[src/rtl/normalizer_pipe.sv]
// Two-stage pipelined normalizer: shifts an unsigned Q(W-F).F operand so its leading one sits at bit F,
// reporting shift amount, direction, zero and sticky flags with a valid/ready handshake and a passthrough tag.
module normalizer_pipe #(
  parameter int unsigned W  = 18,
  parameter int unsigned F  = 12,
  parameter int unsigned TW = 4,
  localparam int unsigned SW = $clog2(W)
) (
  input  logic          clk,
  input  logic          rst,
  input  logic          in_valid,
  output logic          in_ready,
  input  logic [W-1:0]  in_x,
  input  logic [TW-1:0] in_tag,
  output logic          out_valid,
  input  logic          out_ready,
  output logic [W-1:0]  out_y,
  output logic [SW-1:0] out_shift,
  output logic          out_lr,
  output logic          out_zero,
  output logic          out_sticky,
  output logic [TW-1:0] out_tag
);

  localparam logic [SW-1:0] FPOS = SW'(F);

  logic          en1;
  logic          en2;
  logic          s1_valid;
  logic [W-1:0]  s1_x;
  logic [TW-1:0] s1_tag;
  logic [SW-1:0] s1_shift;
  logic          s1_lr;
  logic          s1_zero;

  logic [SW-1:0] lead_pos;
  logic          in_zero;
  logic [SW-1:0] shift_c;
  logic          lr_c;
  logic [W-1:0]  y_c;
  logic          sticky_c;

  assign en2      = !out_valid || out_ready;
  assign en1      = !s1_valid || en2;
  assign in_ready = en1;

  // Leading-one detector: the highest set bit wins.
  always_comb begin
    lead_pos = '0;
    for (int unsigned i = 0; i < W; i++) begin
      if (in_x[i]) lead_pos = SW'(i);
    end
  end

  assign in_zero = ~|in_x;

  // Shift magnitude and direction needed to move the leading one to bit F.
  always_comb begin
    shift_c = '0;
    lr_c    = 1'b0;
    if (!in_zero) begin
      if (lead_pos > FPOS) begin
        shift_c = lead_pos - FPOS;
        lr_c    = 1'b1;
      end else begin
        shift_c = FPOS - lead_pos;
      end
    end
  end

  always_ff @(posedge clk) begin
    if (rst) begin
      s1_valid <= 1'b0;
      s1_x     <= '0;
      s1_tag   <= '0;
      s1_shift <= '0;
      s1_lr    <= 1'b0;
      s1_zero  <= 1'b0;
    end else if (en1) begin
      s1_valid <= in_valid;
      if (in_valid) begin
        s1_x     <= in_x;
        s1_tag   <= in_tag;
        s1_shift <= shift_c;
        s1_lr    <= lr_c;
        s1_zero  <= in_zero;
      end
    end
  end

  // Barrel shift; sticky collects the bits that fall off the bottom on a right shift.
  always_comb begin
    y_c      = s1_lr ? (s1_x >> s1_shift) : (s1_x << s1_shift);
    sticky_c = s1_lr && (|(s1_x & ~({W{1'b1}} << s1_shift)));
  end

  always_ff @(posedge clk) begin
    if (rst) begin
      out_valid  <= 1'b0;
      out_y      <= '0;
      out_shift  <= '0;
      out_lr     <= 1'b0;
      out_zero   <= 1'b0;
      out_sticky <= 1'b0;
      out_tag    <= '0;
    end else if (en2) begin
      out_valid <= s1_valid;
      if (s1_valid) begin
        out_y      <= y_c;
        out_shift  <= s1_shift;
        out_lr     <= s1_lr;
        out_zero   <= s1_zero;
        out_sticky <= sticky_c;
        out_tag    <= s1_tag;
      end
    end
  end

endmodule

[config.mk]
export PLATFORM = sky130hd
export DESIGN_NAME = normalizer_pipe
export DESIGN_NICKNAME = d
export VERILOG_FILES = /design/src/rtl/normalizer_pipe.sv
export SDC_FILE = /design/constraint.sdc
export NUM_CORES = 1
export LEC_CHECK = 0
export BUFFER_PORTS_ARGS = -buffer_cell sky130_fd_sc_hd__buf_2
export CELL_PAD_IN_SITES_DETAIL_PLACEMENT = 1
export CELL_PAD_IN_SITES_GLOBAL_PLACEMENT = 2
export CORE_MARGIN = 2
export CORE_UTILIZATION = 35
export CTS_BUF_LIST = sky130_fd_sc_hd__clkbuf_4 sky130_fd_sc_hd__clkbuf_8 sky130_fd_sc_hd__clkbuf_16
export CTS_CLUSTER_SIZE = 10
export DETAILED_ROUTE_END_ITERATION = 7
export GPL_ROUTABILITY_DRIVEN = 1
export GPL_TIMING_DRIVEN = 0
export PLACE_DENSITY_LB_ADDON = 0.1
export SYNTH_ARGS = -nofsm -noshare
export SYNTH_HDL_FRONTEND = slang
export SYNTH_SLANG_ARGS = --single-unit
export TNS_END_PERCENT = 1
[constraint.sdc]
create_clock -name clk -period 3 [get_ports clk]
set_clock_uncertainty 0.1 [all_clocks]
set_input_delay 0.15 -clock clk [delete_from_list [all_inputs] [get_ports clk]]
set_output_delay 0.15 -clock clk [all_outputs]
set_load 0.02 [all_outputs]
==> impl_metrics.tcl <==
set metrics [dict create \
    drt_iter0_drc 220 \
    fillers 1454 \
    startpoint_type "input port" \
    grt_start_max_net_pins 13 \
    setup_ws_ps 119 \
    dpl.hpwl_um 12100 \
    antenna_found_initial 0 \
    synth_seq_area_share_pct 28.5 \
    syn_area_mm2 0.00428 \
    synth_warnings 0 \
    synthArstFlopShare_pct 0 \
    syn_inst 521 \
    fin_cells 762 \
    setup_tns_ps 0 \
    max_slew_margin_pct 41.8 \
    hold_viol 0 \
    synthSimpleGateAreaFrac_pct 20.8 \
    period_share_pct 96.0 \
    setup_viol 0 \
    clk_latency_ps 350 \
    min_path_type "in2reg" \
    overflow 0 \
    cts_root_buf "clkbuf_16" \
    antenna-diode-count 0 \
    initial_core_util_pct 35.8 \
    wire_per_inst_um 21.4 \
    ios 58 \
    synthAdderAreaFrac_pct 0.585 \
    synth_cell_types 64 \
    synth.area.mux_share_pct 23.1 \
    arrival_ps 2980 \
    cts_tree "yes" \
    status "finished, final reports clean" \
    syn_nets 549 \
    drc_errors 0 \
    critPathKind "in2reg" \
    final_cell_mix "83 x nand2_1, 62 x nor2_1, 61 x buf_2, 61 x dfxtp_1, 55 x a21oi_1" \
    vias 4523 \
    io_buffers 57 \
    slew_viol_final 0 \
    grt_pass1_wl_um 24900 \
    layout-drive-gt1-share_pct 20.8 \
    cts.reportedPaths.clkPinSlew_ps 60 \
    ir_worst_vdd_uv 195 \
    power_w 0.00247 \
    crit_fanout 4 \
    wirelength_um 16300 \
    final.min_clock_period_ps 2880 \
    final_common_cell "nand2_1" \
    synth-compound-area-share_pct 20.2 \
    finalNetCount 638 \
    clock_sink_count 61 \
    dp_slack_ps 242 \
    core_mm2 0.0120 \
    end_kind "flop" \
    fp.dieW_um 115 \
    die_area_mm2 0.0131 \
    viasPerCell 5.94 \
    rsz0062_at_grt "false" \
    ys.flop_type "dfxtp_1" \
    ys_ff_latch 61 \
    required_ps 3100 \
    fin_util_pct 44.1 \
    ant_nets 0 \
    h-tree-depth 3 \
    numCtsBuffers 9 \
    rows 40 \
    clockBufferDepth 2 \
    power-per-cell-area_mw_per_mm2 469 \
    post-place-cells 725 \
    area_growth_pct 23.3 \
    yosys.area_share.xor_xnor_pct 0.205 \
    place_congestion 0.943 \
    synth-edff-count 0 \
    cellLeakagePower_nw 2.02 \
    synth_top_family_by_area "multiplexers" \
    grt_usage_pct 25.5 \
    grt_pass1_vias 4485 \
    chipHeight_um 115 \
    maxCapViolations 0 \
    syn_area_per_cell_um2 8.21 \
    dr.pass1.iters 5 \
    worst_pin_slew_ps 851 \
    max_freq_ghz 0.347 \
]
==> per-layer routing <==
layer  share of wire [%]  global-route usage [%]  vias to the layer above
li1                    -                       -                     2089
met1                  43                    31.9                     2209
met2                  48                    41.3                      184
met3                 5.4                    4.29                       41
met4                 4.4                    14.7                        0
met5                   0                       0                        -
==> final cells by class <==
| cell class | instances | area (um^2) | share of cell area (%) |
|---|---|---|---|
| inverters | 11 | 41.3 | 0.783 |
| multi-input cells | 399 | 2820 | 53.4 |
| repair buffers | 78 | 493 | 9.35 |
| well taps | 147 | 184 | 3.49 |
| clock buffers | 9 | 225 | 4.27 |
| plain buffers | 50 | 241 | 4.58 |
| clock inverters | 7 | 52.6 | 0.996 |
| flip-flops and latches | 61 | 1220 | 23.1 |
==> power by group <==
part	total, W	switching, W	leakage (nW)	internal [W]
combinational	0.000611	0.000370	1.39	0.000241
clock	0.000965	0.000405	0.135	0.000560
sequential	0.000897	0.0000422	0.501	0.000855
==> per-stage QoR <==
stage               hold WS (ps)  area (um^2)
global placement             277         4750
detailed placement           300         4750
finish                      12.3         5280
CTS                         5.29         5230
floorplan                    167         4280
global route                15.3         5280
==> kinds of logic (layout without fill, tap and decap cells) <==
family / count (synthesis) / count (layout)
compound gates: 135 / 135
mux: 60 / 60
simple gates: 201 / 201
fa+ha+maj: 2 / 2
flops: 61 / 61
buf+inv: 61 / 155
xor+xnor: 1 / 1
==> critical path, stage by stage <==
cell and delay (ps):
dlygate4sd3_1 540, buf_2 150, or4_1 580, nand2_2 110, a21oi_1 90, ha_1 260
nand2_1 120, a21oi_4 80, nor2b_1 150, a311o_1 370, a211oi_2 260, o32ai_1 130
==> final timing paths <==
kind | from | end | slack [ps] | cells past startpoint
max reg2reg | s1_shift[2] | out_y[7] | 190 | 5
min | in_x[16] | s1_x[16] | 10 | 3
min reg2reg | out_shift[2] | out_shift[2] | 350 | 2
max | in_x[4] | s1_shift[3] | 120 | 12
==> repair_timing <==
| action | in CTS | in global routing |
|---|---|---|
| hold endpoints to repair | 20 | 0 |
| endpoints found under the setup margin | 0 | 1 |
| resized for setup | 0 | 8 |
| setup buffers | 0 | 1 |
| hold buffers | 20 | 0 |
==> cell usage after synthesis (6+ instances only) <==
| cell | count | area, um^2 |
|---|---|---|
| inv_1 | 8 | 30.0 |
| a22oi_1 | 9 | 67.6 |
| dfxtp_1 | 61 | 1220 |
| mux2i_1 | 26 | 260 |
| a21oi_1 | 55 | 275 |
| nor3_1 | 13 | 65.1 |
| nor2b_1 | 6 | 37.5 |
| o21ai_0 | 16 | 80.1 |
| mux4_2 | 24 | 541 |
| nand2_1 | 84 | 315 |
| nor2_1 | 62 | 233 |
| nor4_1 | 7 | 43.8 |
| o21ai_1 | 7 | 35.0 |
| clkbuf_1 | 35 | 131 |
| a211oi_1 | 9 | 67.6 |
==> registers in the layout (all words and copies together), names as in the netlist <==
| name | flops |
|---|---|
| out_y | 18 |
| s1_x | 18 |
| out_shift | 5 |
| s1_shift | 5 |
| out_tag | 4 |
| s1_tag | 4 |
| out_lr | 1 |
| out_sticky | 1 |
| out_valid | 1 |
| out_zero | 1 |
| s1_lr | 1 |
| s1_valid | 1 |
| s1_zero | 1 |
(Power assumes the default switching activity.)
